## src/rtl/cdb_arbiter_pkg.sv

```systemverilog
// Shared CPU definitions for the common data bus: ROB index width, payload widths
// and the encoding used to remember which result source was granted last.
package cdb_arbiter_pkg;

    localparam int IDX_W   = 5;
    localparam int VALUE_W = 32;
    localparam int TOPC_W  = 32;

    typedef enum logic {
        SRC_ALU = 1'b0,
        SRC_LSB = 1'b1
    } src_e;

endpackage

```

## src/rtl/cdb_fifo.sv

```systemverilog
// Small circular result FIFO feeding the CDB arbiter; acceptance is gated by the
// global enable and the flush so the arbiter never sees a half-flushed queue.
module cdb_fifo
    import cdb_arbiter_pkg::*;
#(
    parameter int WIDTH = 8,
    parameter int DEPTH = 2
) (
    input  logic             clk,
    input  logic             rst,
    input  logic             rdy,
    input  logic             clear,
    input  logic             push,
    input  logic             pop,
    input  logic [WIDTH-1:0] din,
    output logic [WIDTH-1:0] dout,
    output logic             ready,
    output logic             not_empty
);

    localparam int PTR_W = (DEPTH > 1) ? $clog2(DEPTH) : 1;
    localparam int CNT_W = $clog2(DEPTH + 1);

    logic [WIDTH-1:0] mem [DEPTH];
    logic [PTR_W-1:0] rd_ptr;
    logic [PTR_W-1:0] wr_ptr;
    logic [CNT_W-1:0] count;
    logic             do_push;
    logic             do_pop;

    // A full FIFO refuses a push even if it pops in the same cycle.
    assign ready     = rdy && !clear && (count != CNT_W'(DEPTH));
    assign not_empty = (count != '0);
    assign do_push   = push && ready;
    assign do_pop    = pop && not_empty && rdy && !clear;
    assign dout      = mem[rd_ptr];

    function automatic logic [PTR_W-1:0] next_ptr(input logic [PTR_W-1:0] p);
        return (p == PTR_W'(DEPTH - 1)) ? '0 : p + 1'b1;
    endfunction

    always_ff @(posedge clk) begin
        if (do_push) begin
            mem[wr_ptr] <= din;
        end
    end

    always_ff @(posedge clk) begin
        if (rst) begin
            rd_ptr <= '0;
            wr_ptr <= '0;
            count  <= '0;
        end else if (rdy) begin
            if (clear) begin
                rd_ptr <= '0;
                wr_ptr <= '0;
                count  <= '0;
            end else begin
                if (do_push) begin
                    wr_ptr <= next_ptr(wr_ptr);
                end
                if (do_pop) begin
                    rd_ptr <= next_ptr(rd_ptr);
                end
                case ({do_push, do_pop})
                    2'b10:   count <= count + 1'b1;
                    2'b01:   count <= count - 1'b1;
                    default: count <= count;
                endcase
            end
        end
    end

endmodule

```

## src/rtl/cdb_arbiter.sv

```systemverilog
// Common data bus arbiter: merges ALU and load/store results onto one registered
// broadcast per cycle, alternating between sources when both have work queued.
module cdb_arbiter #(
    parameter int IDX_W = cdb_arbiter_pkg::IDX_W,
    parameter int DEPTH = 2
) (
    input  logic                               clk,
    input  logic                               rst,
    input  logic                               rdy,
    input  logic                               clear,
    input  logic                               alu_valid,
    output logic                               alu_ready,
    input  logic [IDX_W-1:0]                   alu_rob,
    input  logic [cdb_arbiter_pkg::VALUE_W-1:0] alu_value,
    input  logic [cdb_arbiter_pkg::TOPC_W-1:0]  alu_topc,
    input  logic                               alu_topc_valid,
    input  logic                               lsb_valid,
    output logic                               lsb_ready,
    input  logic [IDX_W-1:0]                   lsb_rob,
    input  logic [cdb_arbiter_pkg::VALUE_W-1:0] lsb_value,
    output logic                               cdb_valid,
    output logic [IDX_W-1:0]                   cdb_rob,
    output logic [cdb_arbiter_pkg::VALUE_W-1:0] cdb_value,
    output logic [cdb_arbiter_pkg::TOPC_W-1:0]  cdb_topc,
    output logic                               cdb_topc_valid
);
    import cdb_arbiter_pkg::*;

    typedef struct packed {
        logic [IDX_W-1:0]   rob;
        logic [VALUE_W-1:0] value;
        logic [TOPC_W-1:0]  topc;
        logic               topc_valid;
    } alu_entry_t;

    typedef struct packed {
        logic [IDX_W-1:0]   rob;
        logic [VALUE_W-1:0] value;
    } lsb_entry_t;

    alu_entry_t alu_in;
    alu_entry_t alu_head;
    lsb_entry_t lsb_in;
    lsb_entry_t lsb_head;
    logic       alu_ne;
    logic       lsb_ne;
    logic       grant_alu;
    logic       grant_lsb;
    src_e       last_grant;

    assign alu_in = {alu_rob, alu_value, alu_topc, alu_topc_valid};
    assign lsb_in = {lsb_rob, lsb_value};

    cdb_fifo #(.WIDTH($bits(alu_entry_t)), .DEPTH(DEPTH)) u_alu_fifo (
        .clk       (clk),
        .rst       (rst),
        .rdy       (rdy),
        .clear     (clear),
        .push      (alu_valid),
        .pop       (grant_alu),
        .din       (alu_in),
        .dout      (alu_head),
        .ready     (alu_ready),
        .not_empty (alu_ne)
    );

    cdb_fifo #(.WIDTH($bits(lsb_entry_t)), .DEPTH(DEPTH)) u_lsb_fifo (
        .clk       (clk),
        .rst       (rst),
        .rdy       (rdy),
        .clear     (clear),
        .push      (lsb_valid),
        .pop       (grant_lsb),
        .din       (lsb_in),
        .dout      (lsb_head),
        .ready     (lsb_ready),
        .not_empty (lsb_ne)
    );

    // Round-robin only matters under contention; otherwise take whoever has work.
    always_comb begin
        grant_alu = 1'b0;
        grant_lsb = 1'b0;
        if (alu_ne && lsb_ne) begin
            if (last_grant == SRC_ALU) begin
                grant_lsb = 1'b1;
            end else begin
                grant_alu = 1'b1;
            end
        end else if (alu_ne) begin
            grant_alu = 1'b1;
        end else if (lsb_ne) begin
            grant_lsb = 1'b1;
        end
    end

    always_ff @(posedge clk) begin
        if (rst) begin
            cdb_valid      <= 1'b0;
            cdb_rob        <= '0;
            cdb_value      <= '0;
            cdb_topc       <= '0;
            cdb_topc_valid <= 1'b0;
            last_grant     <= SRC_LSB;
        end else if (rdy) begin
            if (clear) begin
                cdb_valid  <= 1'b0;
                last_grant <= SRC_LSB;
            end else if (grant_alu) begin
                cdb_valid      <= 1'b1;
                cdb_rob        <= alu_head.rob;
                cdb_value      <= alu_head.value;
                cdb_topc       <= alu_head.topc;
                cdb_topc_valid <= alu_head.topc_valid;
                last_grant     <= SRC_ALU;
            end else if (grant_lsb) begin
                // Loads/stores never redirect the PC.
                cdb_valid      <= 1'b1;
                cdb_rob        <= lsb_head.rob;
                cdb_value      <= lsb_head.value;
                cdb_topc       <= '0;
                cdb_topc_valid <= 1'b0;
                last_grant     <= SRC_LSB;
            end else begin
                cdb_valid <= 1'b0;
            end
        end
    end

endmodule

```

## config.mk

```make
export PLATFORM = sky130hd
export DESIGN_NAME = cdb_arbiter
export DESIGN_NICKNAME = d
export VERILOG_FILES = /design/src/rtl/cdb_arbiter_pkg.sv /design/src/rtl/cdb_fifo.sv /design/src/rtl/cdb_arbiter.sv
export SDC_FILE = /design/constraint.sdc
export NUM_CORES = 1
export LEC_CHECK = 0
export CAP_MARGIN = 20
export CORE_MARGIN = 2
export CORE_UTILIZATION = 50
export CTS_BUF_LIST = sky130_fd_sc_hd__clkbuf_8
export CTS_CLUSTER_SIZE = 16
export DETAILED_ROUTE_END_ITERATION = 12
export GPL_ROUTABILITY_DRIVEN = 0
export PLACE_DENSITY = 0.82
export SYNTH_ARGS = -nofsm -noshare
export SYNTH_HDL_FRONTEND = slang
export SYNTH_SLANG_ARGS = --single-unit
```

## constraint.sdc

```tcl
create_clock -name clk -period 6.4 [get_ports clk]
set_clock_uncertainty 0.2 [all_clocks]
set_input_delay 1.6 -clock clk [delete_from_list [all_inputs] [get_ports clk]]
set_output_delay 1.6 -clock clk [all_outputs]
set_load 0.02 [all_outputs]
```

==> run_results.csv, run 1 <==
group,metric,value,unit
outcome,outcome,"complete, no violations",
sta,finalMaxSlewViolations,0,
worst_setup_path,crit_arrival,3630,ps
sta,max_freq,184,MHz
routing,dr.pass1.iters,4,
routing,dr.first_iter.drc_count,364,
flow_run,cap_violations,0,
global_route,grt_first_pass_wirelength,37500,um
worst_setup_path,worstSetupPathType,"input pin to output pin",
sta,fin_ws,969,ps
floorplanning,io_pins,186,
worst_setup_path,slowest_stage,"clkdlybuf4s50_1",
worst_setup_path,critPathCaptureType,"output pin",
finish,drive_gt1_frac,0.120,
worst_setup_path,start_kind,"input pin",
logic_synthesis,synth_top_area_cell,"edfxtp_1",
worst_setup_path,crit_path_max_fanout,13,
logic_synthesis,netlist_instances,743,
clocking,cts.sinks,296,
logic_synthesis,yosysMostFrequentCell,"edfxtp_1",
worst_setup_path,slowest_delay,710,ps
sta,hold_viol_final,0,
worst_setup_path,cpMostUsedCell,"clkdlybuf4s50_1",
clocking,cts_made_buffers,46,
logic_synthesis,ys.flop_type,"edfxtp_1",
power_and_ir_drop,leakagePower,4.63,nW
clocking,clkTransAtPathRegs,60,ps
logic_synthesis,ys_ff_latch,296,
routing,wirelength,24400,um
clocking,cts.root.buffer_cell,"clkbuf_8",
power_and_ir_drop,p_per_area,268,nW/um2
routing,viasPerCell,5.56,
worst_setup_path,path_delay_family,"buffers and inverters",
routing,ant_nets,0,
finish,final_net_count,1043,
placement,dpl_worst_slack,973,ps
floorplanning,die-area,23400,um2
sta,finalCritPeriodShare,0.849,
routing,post_drt_wl_per_cell,19.5,um
power_and_ir_drop,p_total,3.78,mW
clocking,cts_hold_buffers,0,
global_route,grt_max_degree,80,
logic_synthesis,synth_commonest_cells,"214 x edfxtp_1, 82 x dfxtp_1, 43 x a21oi_1, 42 x nand2_1, 39 x nor2b_1",
power_and_ir_drop,ir_drop,0.000227,V
global_route,grt_util_all_layers,0.203,
logic_synthesis,synth-edff-count,214,
logic_synthesis,ys_types,45,
logic_synthesis,seq_area_frac_synth,0.728,
worst_setup_path,cp.required,4600,ps
placement,port_buffers,185,
placement,dp_hpwl,14100,um
floorplanning,die_h,153,um
finish,area_growth,27.3,%
sta,whs,253,ps
worst_setup_path,path_buf_inv,2,
clocking,cts_max_level,2,
routing,vias,6947,
sta,finalSetupViolCount,0,
logic_synthesis,yosysTopAreaCellShare,0.580,
global_route,grt_overflow,0,
clocking,clock_latency,540,ps
worst_setup_path,worstPathCellList,"clkdlybuf4s50_1 -> nor2b_1 -> and2_1 -> clkdlybuf4s50_1",
logic_synthesis,yosysWarnings,0,
finish,fillCellCount,1562,
worst_setup_path,r2r_slack,3700,ps
floorplanning,start_util,0.509,
clocking,cts_resized,0,
sta,rsz0062_at_grt,"no",
global_route,grt_pass1_vias,7232,
sta,worst-slew-pin-transition,1080,ps
global_route,grt_antenna_before_repair,2,
floorplanning,die_x,153,um
logic_synthesis,syn_area,11100,um2
logic_synthesis,async_reset_ff_frac,0,
sta,relSlewSlack,0.278,
clocking,cts_tree,"yes",
sta,tns,0,ps
logic_synthesis,avgSynthCellArea,14.9,um2
floorplanning,rows,54,
sta,min_period,5430,ps
logic_synthesis,synth.area.top_cells,"edfxtp_1 58%, dfxtp_1 15%, mux2_2 3.4%",
clocking,clock_path_buffers,3,
finish,fin_util,0.648,
logic_synthesis,syn_nets,856,
routing,route.detailed.drc,0,
floorplanning,core,21800,um2
worst_hold_path,hold_path_class,"register to register",
clocking,post_cts_buffers,0,
==> state kept, by name (all words and copies together) (netlist names), named ones only <==
signal / flops
cdb_valid: 1
u_alu_fifo.count: 2
cdb_value: 32
u_lsb_fifo.mem: 74
last_grant: 1
u_lsb_fifo.rd_ptr: 1
u_lsb_fifo.count: 2
u_alu_fifo.wr_ptr: 1
u_lsb_fifo.wr_ptr: 1
u_alu_fifo.mem: 140
cdb_topc: 32
cdb_topc_valid: 1
cdb_rob: 5
u_alu_fifo.rd_ptr: 1
==> logic make-up (layout without fill, tap and decap cells) <==
logic type,count (synthesis),count (layout),share of synthesized area
AOI/OAI and AO/OA,177,177,0.120
buffers and inverters,59,283,0.0233
DFF,296,296,0.728
muxes,70,70,0.0670
other,0,2,0
and+or+nand+nor,141,141,0.0617
==> through the flow <==
step           instance area, um2  cells
3_3_place_gp                13200   1160
6_report                    14100   1249
2_1_floorplan               11100    743
4_1_cts                     14000   1245
5_1_grt                     14100   1249
3_5_place_dp                13200   1160
==> layer usage <==
layer / share of wire / GRT usage / vias up
met2: 0.51 / 0.353 / 250
met3: 0.061 / 0.0445 / 41
met1: 0.41 / 0.249 / 3412
met4: 0.021 / 0.0798 / 0
li1: - / - / 3244
met5: 0 / 0 / -
==> area by class of cell <==
type                            instances  area [um2]  area share
Sequential cell                       296        8070       0.572
Multi-Input combinational cell        388        2800       0.199
Timing Repair Buffer                  194        1960       0.139
Clock buffer                           57         785      0.0556
Tap cell                              280         350      0.0248
Clock inverter                         28         108     0.00763
Inverter                                4        15.0     0.00106
Antenna cell                            2        5.00    0.000355
==> worst paths after layout <==
path,startpoint,end,cells past startpoint
hold reg to reg,cdb_value[2],cdb_value[2],2
setup / recovery,rdy,alu_ready,4
setup reg to reg,u_alu_fifo.count[0],cdb_value[4],5
hold / removal,cdb_value[2],cdb_value[2],2
==> tightest hold or removal path: cells and delay by family (launching register included) <==
family / cells / cell delay [ps]
simple gates: 1 / 50
flops: 1 / 310
compound gates: 1 / 50
==> cells in the final DEF (no fill, tap or decap), types with 2 or more instances in the layout <==
master	n
buf_12	2
nand3_1	3
diode_2	2
clkdlybuf4s50_1	184
a211o_1	37
nor3_1	2
nor2_4	2
a21oi_1	43
clkinv_2	2
nand2b_1	4
nor2b_1	39
dfxtp_1	80
o21ai_0	7
a22oi_1	33
nor2_1	36
nand2_1	42
a221oi_1	37
edfxtp_1	214
buf_4	7
or2_2	3
o21a_1	5
mux2i_1	37
inv_1	29
mux2_2	33
a31oi_1	2
clkbuf_8	57
nand4_1	2
==> power by group <==
part | total, mW | switching [mW] | internal, mW
sequential | 2.10 | 0.0112 | 2.09
combinational | 0.196 | 0.0948 | 0.101
clock | 1.49 | 0.689 | 0.799
Note: power is estimated with default switching activity, not from simulation.
==> run 2: changes to the inputs <==
==> constraint.sdc (replaced) <==
create_clock -name clk -period 4.7 [get_ports clk]
set_clock_uncertainty 0.2 [all_clocks]
set_input_delay 1.175 -clock clk [delete_from_list [all_inputs] [get_ports clk]]
set_output_delay 1.175 -clock clk [all_outputs]
set_load 0.02 [all_outputs]
==> run 2 against run 1 <==
Design area grew 0.67%. Flip-flop and latch count stayed put. Critical path depth unchanged. Via count is 1.1% higher. Die area did not move. Core utilization increased by 0.43 points. Combinational power increased by 35%. Power up 38%. Global-route usage increased by 0.28 points. Sequential power grew 36%.
==> run_results.csv, run 2 (same netlist as run 1, synthesis figures left out) <==
group,metric,value,unit
outcome,outcome,"complete, no violations",
finish,antennaDiodeCount,0,
clocking,cts_resized,0,
floorplanning,start_util,0.509,
sta,max_freq,232,MHz
power_and_ir_drop,ir_drop,0.000235,V
worst_setup_path,worstSetupEndpoint,"alu_ready",
floorplanning,die_x,153,um
routing,met2RoutedLength,12200,um
clocking,cts_hold_buffers,0,
sta,finalCritPeriodShare,0.917,
sta,worst-slew-pin-transition,1070,ps
floorplanning,rows,54,
clocking,clkTransAtPathRegs,50,ps
routing,dr.pass1.iters,5,
placement,port_buffers,185,
worst_setup_path,critPathCaptureType,"output pin",
routing,viasPerCell,5.59,
floorplanning,die-area,23400,um2
worst_setup_path,r2r-start,"u_alu_fifo.count[0]",
worst_setup_path,crit_path_max_fanout,13,
floorplanning,io_pins,186,
worst_setup_path,cpMostUsedCell,"clkdlybuf4s50_1",
clocking,clock_latency,540,ps
worst_setup_path,slowest_stage,"clkdlybuf4s50_1",
worst_setup_path,cp.depth,4,
worst_setup_path,slowest_delay,730,ps
global_route,grt_antenna_before_repair,0,
routing,route.detailed.drc,0,
clocking,cts_tree,"yes",
worst_hold_path,hold_path_class,"register to register",
clocking,cts_made_buffers,48,
sta,hold_viol_final,0,
routing,ant_nets,0,
clocking,post_cts_buffers,0,
sta,relSlewSlack,0.285,
worst_setup_path,worstReg2RegEnd,"cdb_rob[2]",
sta,rsz0062_at_grt,"no",
worst_setup_path,r2r_slack,2180,ps
finish,final_net_count,1052,
sta,finalSetupViolCount,0,
finish,fillCellCount,1588,
power_and_ir_drop,leakagePower,4.70,nW
clocking,cts.root.buffer_cell,"clkbuf_8",
floorplanning,die_h,153,um
clocking,clock_path_buffers,3,
global_route,grt_max_degree,67,
finish,layout_common_cells,"214 x edfxtp_1, 184 x clkdlybuf4s50_1, 80 x dfxtp_1",
routing,post_drt_wl_per_cell,19.1,um
worst_setup_path,reg2reg_depth,5,
routing,wirelength,24000,um
finish,drive_gt1_frac,0.128,
routing,drt-met1-wl,9860,um
routing,wl_met3,1400,um
sta,min_period,4310,ps
finish,top_regs,"u_alu_fifo.mem x140, u_lsb_fifo.mem x74",
flow_run,cap_violations,0,
sta,finalMaxSlewViolations,0,
worst_setup_path,worstSetupPathType,"input pin to output pin",
power_and_ir_drop,p_per_area,369,nW/um2
worst_setup_path,cp.required,3320,ps
worst_setup_path,crit_arrival,2940,ps
worst_setup_path,start_kind,"input pin",
finish,final_common_cell,"edfxtp_1",
global_route,grt_overflow,0,
placement,dp_cells,1168,
worst_setup_path,worstPathCellList,"clkdlybuf4s50_1 -> nor2b_1 -> and2_1 -> clkdlybuf4s50_1",
worst_setup_path,path_buf_inv,2,
global_route,grt_pass1_vias,7351,
sta,tns,0,ps
finish,largest_reg_flops,140,
clocking,cts_max_level,2,
routing,vias,7026,
global_route,grt_util_all_layers,0.206,
finish,largest-register,"u_alu_fifo.mem",
finish,final_cells,1257,
global_route,grt_first_pass_wirelength,38400,um
worst_setup_path,path_delay_family,"buffers and inverters",
floorplanning,core,21800,um2
placement,dp_hpwl,14500,um
finish,area_growth,28.2,%
worst_setup_path,cp-startpoint,"rdy",
clocking,cts.sinks,296,
routing,top_layer,"met4",
routing,dr.first_iter.drc_count,493,
[run 2: changes by cell type in the layout (fill, tap and decap cells not counted)]
| cell | delta |
|---|---|
| buf_4 | +7 |
| clkbuf_8 | -2 |
| clkinv_2 | +2 |
| diode_2 | -2 |
| inv_1 | +1 |
| bufinv_16 | +2 |
[run 2: per-stage QoR]
stage	power, mW	instance area (um2)	util	hold WS (ps)	setup WS (ps)
2_1_floorplan	3.02	11100	-	253	320
3_3_place_gp	3.17	13200	0.608	242	402
3_5_place_dp	3.18	13200	0.608	247	387
4_1_cts	5.31	14200	0.651	255	382
5_1_grt	5.44	14200	0.652	274	327
6_report	5.24	14200	0.652	251	388
[run 2: routing by layer]
metal  GRT usage  vias up
li1            -     3272
met1       0.261     3458
met2       0.356      253
met3      0.0414       43
met4      0.0697        0
met5           0        -
[run 2: where the power goes]
| part | leakage, nW | internal (mW) | switching (mW) |
|---|---|---|---|
| Combinational | 1.52 | 0.139 | 0.127 |
| Clock | 0.579 | 1.17 | 0.940 |
| Sequential | 2.61 | 2.84 | 0.0166 |
| Total | 4.70 | 4.16 | 1.08 |
[run 2: cell type report]
type,count,area (um2),area share
Tap cell,280,350,0.0247
Inverter,4,15.0,0.00106
Clock inverter,33,181,0.0128
Timing Repair Buffer,201,2010,0.142
Multi-Input combinational cell,388,2800,0.198
Clock buffer,55,757,0.0533
Sequential cell,296,8070,0.569
[run 2: worst min-delay path, cell delays in order (launching register included)]
cell	delay [ps]
dfxtp_1	310
nand2_1	50
a21oi_1	50
[run 2: worst min-delay path by stage]
| stage | to | cells past startpoint | slack, ps | startpoint |
|---|---|---|---|---|
| floorplan | register | 2 | 250 | u_lsb_fifo.rd_ptr |
| global route | cdb_value[6] | 2 | 270 | cdb_value[6] |
| detailed placement | cdb_value[4] | 2 | 250 | cdb_value[4] |
| global placement | cdb_value[3] | 2 | 240 | cdb_value[3] |
| finish | cdb_value[19] | 2 | 250 | cdb_value[19] |
| CTS | cdb_value[4] | 2 | 250 | cdb_value[4] |
==> run 3: changes to the inputs <==
--- a/config.mk
+++ b/config.mk
@@ -5,6 +5,7 @@
 export SDC_FILE = /design/constraint.sdc
 export NUM_CORES = 1
 export LEC_CHECK = 0
+export ABC_AREA = 1
 export CAP_MARGIN = 20
 export CORE_MARGIN = 2
 export CORE_UTILIZATION = 50
@@ -13,6 +14,7 @@
 export DETAILED_ROUTE_END_ITERATION = 12
 export GPL_ROUTABILITY_DRIVEN = 0
 export PLACE_DENSITY = 0.82
+export SETUP_SLACK_MARGIN = 0.05
 export SYNTH_ARGS = -nofsm -noshare
 export SYNTH_HDL_FRONTEND = slang
 export SYNTH_SLANG_ARGS = --single-unit
==> run 3 against run 2 <==
Combinational power grew 69%. Sequential power grew 2%. Sequential share of layout area shrank 0.58 points. First-iteration DRC count shrank 13%. Global-route usage shrank 0.12 points. Fmax grew 0.60%. Hold slack lost 12 ps. Cell count grew 11%. Critical path type unchanged.
==> run_results.csv, run 3 <==
group,metric,value,unit
routing,wirelength,24200,um
floorplanning,die_x,154,um
finish,area_growth,27.7,%
power_and_ir_drop,ir_drop,0.000245,V
finish,seq_area,8070,um2
clocking,clock_path_buffers,3,
clocking,cts_made_buffers,47,
routing,route.detailed.drc,0,
sta,finalCritPeriodShare,0.912,
finish,fillCellCount,1563,
clocking,cts_resized,0,
finish,largest_reg_flops,140,
routing,viasPerCell,5.30,
worst_setup_path,worstReg2RegEnd,"cdb_topc[24]",
logic_synthesis,avgSynthCellArea,12.8,um2
routing,ant_nets,0,
routing,dr.first_iter.drc_count,428,
worst_setup_path,r2r_slack,2390,ps
worst_hold_path,holdPathStages,1,
placement,postPlaceCellArea,13300,um2
worst_setup_path,start_kind,"input pin",
global_route,grt_max_degree,73,
sta,finalSetupViolCount,0,
placement,dp_hpwl,15000,um
finish,top_regs,"u_alu_fifo.mem x140, u_lsb_fifo.mem x74",
logic_synthesis,ys_ff_latch,296,
finish,fin_util,0.653,
global_route,grt_pass1_vias,7401,
finish,fin_area,14300,um2
clocking,cts_hold_buffers,0,
logic_synthesis,synth_commonest_cells,"214 x edfxtp_1, 111 x o211ai_1, 101 x inv_1, 98 x nand2_1, 82 x dfxtp_1",
worst_setup_path,worstSetupPathType,"input pin to output pin",
clocking,cts_max_level,2,
clocking,post_cts_buffers,0,
worst_hold_path,worstHoldStart,"u_alu_fifo.rd_ptr",
sta,fin_ws,414,ps
outcome,outcome,"complete, no violations",
floorplanning,io_pins,186,
clocking,clock_latency,550,ps
floorplanning,die_h,154,um
logic_synthesis,syn_nets,987,
global_route,grt_util_all_layers,0.205,
routing,dr.pass1.iters,5,
clocking,cts.root.buffer_cell,"clkbuf_8",
worst_setup_path,critPathCaptureType,"output pin",
floorplanning,core,22000,um2
sta,tns,0,ps
flow_run,cap_violations,0,
sta,min_period,4290,ps
power_and_ir_drop,p_per_area,386,nW/um2
floorplanning,die-area,23700,um2
sta,worst-slew-pin-transition,860,ps
global_route,grt_antenna_before_repair,0,
logic_synthesis,ys_types,24,
worst_hold_path,hold_path_class,"register to register",
finish,layout_common_cells,"214 x edfxtp_1, 185 x clkdlybuf4s50_1, 111 x o211ai_1",
floorplanning,start_util,0.511,
routing,vias,7368,
placement,dpl_worst_slack,417,ps
worst_setup_path,slowest_stage,"clkdlybuf4s50_1",
worst_setup_path,reg2reg_depth,6,
logic_synthesis,yosysTopAreaCellShare,0.572,
global_route,grt_first_pass_wirelength,38100,um
finish,final_common_cell,"edfxtp_1",
clocking,clkTransAtPathRegs,60,ps
worst_setup_path,r2r-start,"u_alu_fifo.count[0]",
worst_setup_path,path_delay_family,"buffers and inverters",
floorplanning,rows,54,
logic_synthesis,yosysMostFrequentCell,"edfxtp_1",
logic_synthesis,synth_top_area_cell,"edfxtp_1",
finish,largest-register,"u_alu_fifo.mem",
clocking,cts_tree,"yes",
sta,relSlewSlack,0.427,
logic_synthesis,synth.area.top_cells,"edfxtp_1 57%, dfxtp_1 15%, o211ai_1 7.4%",
logic_synthesis,syn_area,11200,um2
placement,port_buffers,185,
worst_setup_path,crit_arrival,2910,ps
worst_setup_path,path_buf_inv,4,
logic_synthesis,ys.flop_type,"edfxtp_1",
sta,max_freq,233,MHz
logic_synthesis,synth-edff-count,214,
finish,multi_input_area,2440,um2
sta,rsz0062_at_grt,"no",
logic_synthesis,yosysWarnings,0,
sta,hold_viol_final,0,
power_and_ir_drop,leakagePower,5.20,nW
logic_synthesis,netlist_instances,874,
worst_setup_path,worstPathCellList,"clkdlybuf4s50_1 -> inv_2 -> nor2_8 -> inv_2 -> nor2_1 -> clkdlybuf4s50_1",
worst_setup_path,cp.required,3320,ps
finish,antennaDiodeCount,0,
worst_setup_path,crit_path_max_fanout,7,
routing,post_drt_wl_per_cell,17.4,um
clocking,cts.sinks,296,
global_route,grt_overflow,0,
logic_synthesis,seq_area_frac_synth,0.719,
worst_setup_path,slowest_delay,670,ps
finish,final_net_count,1185,
finish,drive_gt1_frac,0.139,
logic_synthesis,async_reset_ff_frac,0,
sta,finalMaxSlewViolations,0,
[run 3: changes by cell type after synthesis, moves of 37 or more]
cell / before / now
a211o_1: 37 / 0
inv_1: 4 / 101
mux2i_1: 37 / 0
nand2_1: 42 / 98
nand3_1: 3 / 48
nor2b_1: 39 / 0
o211ai_1: 0 / 111
[run 3: worst max-delay path by stage]
stage                     from                    to  slack, ps  cells past startpoint
after floorplan            rdy  u_alu_fifo.mem[0][0]        720                      4
after global placement     rdy             lsb_ready        460                      6
after detailed placement   rdy             lsb_ready        420                      6
after CTS                  rdy             lsb_ready        410                      6
after global routing       rdy             lsb_ready        270                      6
final                      rdy             lsb_ready        410                      6
[run 3: cell families (layout without fill, tap and decap cells)]
| family | after synthesis | in the layout | synth area share |
|---|---|---|---|
| flops | 296 | 296 | 0.719 |
| simple gates | 202 | 202 | 0.0748 |
| buf+inv | 179 | 416 | 0.0670 |
| compound gates | 164 | 164 | 0.107 |
| mux | 33 | 33 | 0.0331 |
[run 3: report_power, final]
part / internal, mW / leakage (nW) / switching, mW
Sequential: 2.87 / 2.61 / 0.0388
Combinational: 0.213 / 2.05 / 0.236
Clock: 1.18 / 0.532 / 0.996
[run 3: metal layers]
| layer | vias to the layer above | GRT usage | wire (um) |
|---|---|---|---|
| li1 | 3511 | - | - |
| met1 | 3561 | 0.255 | 9830 |
| met2 | 251 | 0.353 | 12100 |
| met3 | 45 | 0.0499 | 1670 |
| met4 | 0 | 0.0699 | 554 |
| met5 | - | 0 | 0 |
[run 3: per-stage QoR]
step / power (mW) / cells / hold WS [ps]
6_report: 5.54 / 1391 / 239
5_1_grt: 5.74 / 1391 / 260
4_1_cts: 5.58 / 1389 / 238
3_5_place_dp: 3.41 / 1301 / 227
3_3_place_gp: 3.39 / 1301 / 219
2_1_floorplan: 3.18 / 874 / 213
[run 3: final cells by class]
cell class	count	area share
Clock buffer	58	0.0557
Clock inverter	30	0.0120
Inverter	128	0.0335
Multi-Input combinational cell	399	0.170
Sequential cell	296	0.563
Tap cell	280	0.0244
Timing Repair Buffer	200	0.141
